`config.mk`:
```
export PLATFORM = sky130hd
export DESIGN_NAME = if_prefetch_unit
export DESIGN_NICKNAME = d
export VERILOG_FILES = /design/src/rtl/if_prefetch_unit.sv
export SDC_FILE = /design/constraint.sdc
export NUM_CORES = 1
export LEC_CHECK = 0
export BUFFER_PORTS_ARGS = -buffer_cell sky130_fd_sc_hd__buf_2
export CAP_MARGIN = 10
export CORE_ASPECT_RATIO = 0.6
export CORE_MARGIN = 2
export CORE_UTILIZATION = 35
export DETAILED_ROUTE_END_ITERATION = 7
export PLACE_DENSITY = 0.53
export SETUP_SLACK_MARGIN = 0.02
export SLEW_MARGIN = 40
export SYNTH_ARGS = -nofsm -noshare
export SYNTH_HDL_FRONTEND = slang
export SYNTH_SLANG_ARGS = --single-unit
export TNS_END_PERCENT = 1
```
`constraint.sdc`:
```
create_clock -name clk -period 3.8 [get_ports clk]
set_clock_uncertainty 0.2 [all_clocks]
set_input_delay 0.57 -clock clk [delete_from_list [all_inputs] [get_ports clk]]
set_output_delay 0.57 -clock clk [all_outputs]
set_load 0.05 [all_outputs]
```
`src/rtl/if_prefetch_unit.sv`:
```
// Instruction-fetch front end: sequential PC generator, valid/ack memory request channel
// and DEPTH-entry prefetch FIFO feeding decode. Optional misaligned-fetch trap: IF_ALIGN_CHECK_EN.
module if_prefetch_unit #(
  parameter int                ADDR_W   = 32,
  parameter int                DEPTH    = 4,
  parameter logic [ADDR_W-1:0] RESET_PC = '0
) (
  input  logic              clk,
  input  logic              rstn,
  input  logic              redirect_valid,
  input  logic [ADDR_W-1:0] redirect_pc,
  output logic              imem_req,
  output logic [ADDR_W-1:0] imem_addr,
  input  logic              imem_ack,
  input  logic [31:0]       imem_rdata,
  output logic              out_valid,
  input  logic              out_ready,
  output logic [ADDR_W-1:0] out_pc,
  output logic [31:0]       out_inst
`ifdef IF_ALIGN_CHECK_EN
  ,
  output logic              out_adel
`endif
);

  localparam int                PTR_W    = $clog2(DEPTH);
  localparam int                CNT_W    = $clog2(DEPTH + 1);
  localparam logic [CNT_W-1:0]  FULL_CNT = CNT_W'(DEPTH);
  localparam logic [ADDR_W-1:0] WORD_MSK = ~ADDR_W'(3);

  logic [ADDR_W-1:0] r_fetch_pc;
  logic [CNT_W-1:0]  r_count;
  logic [CNT_W-1:0]  w_count_nxt;
  logic [PTR_W-1:0]  r_wr_ptr;
  logic [PTR_W-1:0]  r_rd_ptr;
  logic [ADDR_W-1:0] r_pc_mem   [DEPTH];
  logic [31:0]       r_inst_mem [DEPTH];

  logic              w_xfer;
  logic              w_push;
  logic              w_pop;
  logic              w_block;
  logic [31:0]       w_push_inst;
  logic [ADDR_W-1:0] w_redirect_fetch;
  logic [ADDR_W-1:0] w_reset_fetch;

`ifdef IF_ALIGN_CHECK_EN
  logic r_halted;
  logic r_adel_pend;
  logic r_adel_mem [DEPTH];

  // A misaligned target keeps its low bits so the trap entry reports the faulting PC.
  assign w_redirect_fetch = redirect_pc;
  assign w_reset_fetch    = RESET_PC;
  assign w_block          = r_halted || r_adel_pend;
  assign w_push           = w_xfer || (r_adel_pend && !redirect_valid);
  assign w_push_inst      = r_adel_pend ? 32'h0 : imem_rdata;
`else
  assign w_redirect_fetch = redirect_pc & WORD_MSK;
  assign w_reset_fetch    = RESET_PC & WORD_MSK;
  assign w_block          = 1'b0;
  assign w_push           = w_xfer;
  assign w_push_inst      = imem_rdata;
`endif

  // Request is gated by rstn so it stays low throughout reset and rises as soon as reset lifts.
  assign imem_req  = rstn && !redirect_valid && (r_count != FULL_CNT) && !w_block;
  assign imem_addr = r_fetch_pc & WORD_MSK;
  assign w_xfer    = imem_req && imem_ack;

  assign out_valid = (r_count != '0);
  assign w_pop     = out_valid && out_ready && !redirect_valid;
  assign out_pc    = out_valid ? r_pc_mem[r_rd_ptr]   : '0;
  assign out_inst  = out_valid ? r_inst_mem[r_rd_ptr] : 32'h0;
`ifdef IF_ALIGN_CHECK_EN
  assign out_adel  = out_valid ? r_adel_mem[r_rd_ptr] : 1'b0;
`endif

  // NOTE: every variable written in always_comb gets a default first, otherwise a latch is inferred.
  always_comb begin
    w_count_nxt = r_count;
    if (w_push && !w_pop)
      w_count_nxt = r_count + CNT_W'(1);
    else if (w_pop && !w_push)
      w_count_nxt = r_count - CNT_W'(1);
  end

  // NOTE: sequential state uses non-blocking assignments so all registers update from pre-edge values.
  always_ff @(posedge clk or negedge rstn) begin
    if (!rstn) begin
      r_fetch_pc <= w_reset_fetch;
      r_count    <= '0;
      r_wr_ptr   <= '0;
      r_rd_ptr   <= '0;
    end else if (redirect_valid) begin
      r_fetch_pc <= w_redirect_fetch;
      r_count    <= '0;
      r_wr_ptr   <= '0;
      r_rd_ptr   <= '0;
    end else begin
      if (w_xfer) r_fetch_pc <= r_fetch_pc + ADDR_W'(4);
      if (w_push) r_wr_ptr   <= r_wr_ptr + PTR_W'(1);
      if (w_pop)  r_rd_ptr   <= r_rd_ptr + PTR_W'(1);
      r_count <= w_count_nxt;
    end
  end

`ifdef IF_ALIGN_CHECK_EN
  always_ff @(posedge clk or negedge rstn) begin
    if (!rstn) begin
      r_halted    <= 1'b0;
      r_adel_pend <= (RESET_PC[1:0] != 2'b00);
    end else if (redirect_valid) begin
      r_halted    <= 1'b0;
      r_adel_pend <= (redirect_pc[1:0] != 2'b00);
    end else if (r_adel_pend) begin
      r_halted    <= 1'b1;
      r_adel_pend <= 1'b0;
    end
  end
`endif

  // NOTE: FIFO storage has no reset; out_* are masked to zero while empty, so stale contents never show.
  always_ff @(posedge clk) begin
    if (w_push) begin
      r_pc_mem[r_wr_ptr]   <= r_fetch_pc;
      r_inst_mem[r_wr_ptr] <= w_push_inst;
`ifdef IF_ALIGN_CHECK_EN
      r_adel_mem[r_wr_ptr] <= r_adel_pend;
`endif
    end
  end

endmodule

```
# Yosys cells after proc, flatten, opt, wreduce, memory -nomap -nowiden
# Memory sizes are Yosys's and may differ from the RTL's.
# Cells that the tools add are included.
[classes] addsub=5 eq_ne=1 muxes=13 reduce_logical=14
[ops] operator="$mux W32" count=4
[ops] operator="$add A32 B3 Y32 const B" count=1
[ops] operator="$mux W3" count=3
[ops] operator="$mux W2" count=4
[ops] operator="$logic_and A1 B1 Y1" count=7
[ops] operator="$reduce_bool A3 Y1" count=2
[ops] operator="$add A2 B1 Y2 const B" count=2
[ops] operator="$reduce_bool A2 Y1" count=2
[ops] operator="$add A3 B1 Y3 const B" count=1
[ops] operator="$logic_not A1 Y1" count=3
[ops] operator="$ne A3 B3 Y1 const B" count=1
[ops] operator="$sub A3 B1 Y3 const B" count=1
[ops] operator="$mux W1" count=2
[word_totals] register_bits=39 mem_bits_rw=256 input_bits=69 output_inout_bits=98 elab_cells=39 n_memories=2
[memory_table] memory="r_inst_mem" words=4 word_bits=32 read_ports=1 rd_clocked_by_memory_dff=0 write_ports=1 line_no="37" source="logic [31:0] r_inst_mem [DEPTH];"
[memory_table] memory="r_pc_mem" words=4 word_bits=32 read_ports=1 rd_clocked_by_memory_dff=0 write_ports=1 line_no="36" source="logic [ADDR_W-1:0] r_pc_mem [DEPTH];"

# Longest topological paths before layout
[logic_depth] word_depth=9 depth_mapped=10 ltp_nobuf=8

# Worst setup path after synthesis
# OpenSTA, ideal clock, no wires.
[synth_timing] path_type="input to register" startpoint="in redirect_valid" endpoint="mem r_inst_mem[0][0] (enable)" setup_ns=0.426 arrival_ns=2.864 required_ns=3.174 setup_slack_ns=0.310 path_stages=5 path_buffers=2 cell_sequence="nand3b_4 > nor2_1 > buf_2 > clkbuf_1 > and2_1"
[synth_between] elab_chain_len=6
[synth_rtl] element="from (decl)" line_no="10" source="input logic redirect_valid,"
[synth_rtl] element="$logic_not A1 Y1" line_no="67" source="assign imem_req = rstn && !redirect_valid && (r_count != FULL_CNT) && !w_block;"
[synth_rtl] element="$logic_and A1 B1 Y1 (2 in series)" line_no="67"
[synth_rtl] element="$logic_and A1 B1 Y1" line_no="69" source="assign w_xfer = imem_req && imem_ack;"
[synth_rtl] element="$mux W1" line_no="125" source="if (w_push) begin"
[synth_rtl] element="$mux W1 (implied by the code)" line_no="127" source="r_inst_mem[r_wr_ptr] <= w_push_inst;"
[synth_rtl] element="to (decl)" line_no="37"
# Every way passes these cells.

# Worst setup path in the final report
[layout_timing] startpoint="reg r_rd_ptr[0]" endpoint="out out_pc[31]"
[layout_between] elab_chain_len=2
[layout_rtl] element="from (decl)" line_no="35" source="logic [PTR_W-1:0] r_rd_ptr;"
[layout_rtl] element="from (signal assigned)" line_no="103" source="if (w_pop) r_rd_ptr <= r_rd_ptr + PTR_W'(1);"
[layout_rtl] element="$mem_v2 Z4 W32"
[layout_rtl] element="$mux W32" line_no="73" source="assign out_pc = out_valid ? r_pc_mem[r_rd_ptr] : '0;"
[layout_rtl] element="to (decl)" line_no="18" source="output logic [ADDR_W-1:0] out_pc,"
# Every way passes these cells.

==> qor.yml <==
timing:
  finalCritPeriodShare_pct: 87.4
  fin_crit_ns: 3.32
  fmax_mhz: 301
  finalMaxSlewViolations: 0
  setup_tns_ns: 0
  hold_viol_final: 0
  rsz0062_at_grt: "no"
  finalSetupViolCount: 0
  worst_pin_slew_ns: 0.832
  relSlewSlack_pct: 44.5
clock_network:
  cts_tree: "built"
  cts_buffer_depth: 3
  htreeDepth: 1
  cts_made_buffers: 29
  path_clk_slew_ns: 0.06
  cts.sinks: 285
  clockRootBuffer: "clkbuf_16"
  ctsResizeCount: 0
  clock_latency_ns: 0.54
detailed_routing:
  vias: 6709
  totalWireLength_um: 27900
  drtIter0Drc: 422
  dr.pass1.iters: 4
  drc: 0
  wire_per_inst_um: 21.2
  antenna_left: 0
  viasPerCell: 5.08
synthesis:
  ys_top_cells_by_count: "248 x edfxtp_1, 67 x and2_1, 62 x mux4_2, 39 x nand2_1, 37 x dfrtp_1"
  synth_enable_flop_cells: 248
  avgSynthCellArea_um2: 17.4
  yosys_warnings: 0
  synth_cell_types: 56
  async_flop_share_pct: 13.0
  netlist_area_um2: 11700
  synthTopCellsByArea: "edfxtp_1 63%, mux4_2 12%, dfrtp_1 7.9%"
  yosysTopAreaCellShare_pct: 63.4
  ys_seq_elements: 285
  synth-main-ff-cell: "edfxtp_1"
  synth_seq_area_share_pct: 71.3
  synth.most_common_cell: "edfxtp_1"
  yosys.area.top_type: "edfxtp_1"
  synth_cells: 674
floorplan:
  core_um2: 32700
  die_x_um: 240
  core.rowCount: 51
  die_area_um2: 35100
  initial_core_util_pct: 35.9
  die_h_um: 146
  io_pins: 167
critical_path:
  crit_path_end_kind: "primary output"
  start_kind: "flop"
  path_class: "reg2out"
  cp.arrival_ns: 2.55
  r2r_setup_slack_ns: 1.24
  crit_path_max_fanout: 22
  required_ns: 3.03
placement:
  io_buffer_count: 160
  place_hpwl_um: 17600
  routabilityCongestion: 0.757
layout:
  drive_gt1_share_pct: 35.0
  fillCellCount: 2908
  area_delta_synth_final_pct: 21.0
  utilization_pct: 43.4
  nNetsFinal: 922
global_routing:
  first_global_vias: 6753
  grt_usage_pct: 15.9
  grt_antenna_before_repair: 2
  grt_pass1_wl_um: 42500
  grt_max_degree: 58
  grt_overflow: 0
power:
  pwr-share-clk_pct: 30.2
  p_total_uw: 10200
  p_comb_share_pct: 32.8
  switching_share_pct: 37.0
  leakagePower_uw: 0.00498
  p_int_uw: 6440
  vdd_ir_drop_max_mv: 0.324
  p_sw_uw: 3780
  powerDensity_nw_per_um2: 720
  p_seq_share_pct: 37.0
run_status:
  status: "finished clean"
flow_run:
  maxCapViolCount: 0
hold_path:
  hold_path.class: "in2reg"
==> worst paths after layout <==
kind | startpoint | cells past startpoint | end
worst min register to register | r_wr_ptr[0] | 1 | r_wr_ptr[0]
min in group asynchronous | rstn | 3 | r_fetch_pc[25]
worst max-delay path | r_rd_ptr[0] | 4 | out_pc[31]
worst max register to register | r_count[0] | 8 | r_count[2]
max in group asynchronous | rstn | 3 | r_rd_ptr[0]
worst min-delay path | redirect_pc[4] | 3 | r_fetch_pc[4]
==> registers in the layout, summed over array words and instances, names as in the netlist <==
name	flops
r_inst_mem	128
r_fetch_pc	30
r_pc_mem	120
r_wr_ptr	2
r_rd_ptr	2
r_count	3
==> per-stage QoR <==
step	setup slack (ns)	instance area (µm²)	std cells	hold WS [ns]
2_1_floorplan	0.310	11800	677	0.0744
3_3_place_gp	0.991	13200	1265	0.351
3_5_place_dp	1.01	13200	1265	0.356
4_1_cts	0.409	14200	1319	0.00212
5_1_grt	0.315	14200	1320	0.0202
6_report	0.477	14200	1320	0.0308
==> repair_timing <==
item,in CTS,in global routing
hold buffers,1,0
endpoints found under the hold margin,37,0
setup buffers,0,0
endpoints found under the setup margin,0,0
==> power by group through the flow <==
stage,Sequential (µW),Combinational (µW),Clock [µW]
2_1_floorplan,3830,2540,0
3_3_place_gp,3850,3390,0
3_5_place_dp,3860,3400,0
4_1_cts,3790,3410,3150
5_1_grt,3820,3550,3280
6_report,3780,3350,3080
==> layout make-up <==
cell class / instances / area [µm²] / share of cell area, %
Clock buffer: 33 / 741 / 5.22
Tap cell: 450 / 563 / 3.97
Antenna cell: 1 / 2.50 / 0.0176
Inverter: 9 / 33.8 / 0.238
Sequential cell: 285 / 8380 / 59.0
Timing Repair Buffer: 178 / 1030 / 7.23
Multi-Input combinational cell: 344 / 3170 / 22.3
Clock inverter: 20 / 283 / 1.99
==> worst max-delay path: stages (launching register included) <==
cell,delay [ns]
dfrtp_4,0.74
buf_12,0.28
mux4_2,0.53
and2_1,0.16
buf_2,0.23
==> layer usage <==
| layer | track usage [%] | part of all wire [%] | wire (µm) | up-vias |
|---|---|---|---|---|
| li1 | - | - | - | 3015 |
| met1 | 24.8 | 50 | 13900 | 3482 |
| met2 | 23.2 | 44 | 12300 | 177 |
| met3 | 2.90 | 4.7 | 1300 | 35 |
| met4 | 3.11 | 1.6 | 450 | 0 |
| met5 | 0 | 0 | 0 | - |
==> placed cells by master (no fill, tap or decap), drive strengths merged, types with 6 or more instances in the layout <==
cell type,count
edfxtp,248
buf,177
and2,67
mux4,62
nand2,40
dfrtp,37
clkbuf,33
nor2,24
nand3,23
o21ai,21
o311ai,13
clkinv,11
inv,10
nor3,9
a22oi,7
bufinv,7
nor2b,6
nand4,6
==> cell families after synthesis <==
family                     count (synthesis)  synth area share, %
AOI/OAI and AO/OA                         73                 4.38
other                                      1               0.0319
DFF                                      285                 71.3
adders and majority gates                  6                0.703
buffers and inverters                     48                 1.87
xor gates and xnor gates                   3                0.224
muxes                                     65                 12.2
and+or+nand+nor                          193                 9.31
Note: power is estimated with default switching activity, not from simulation.
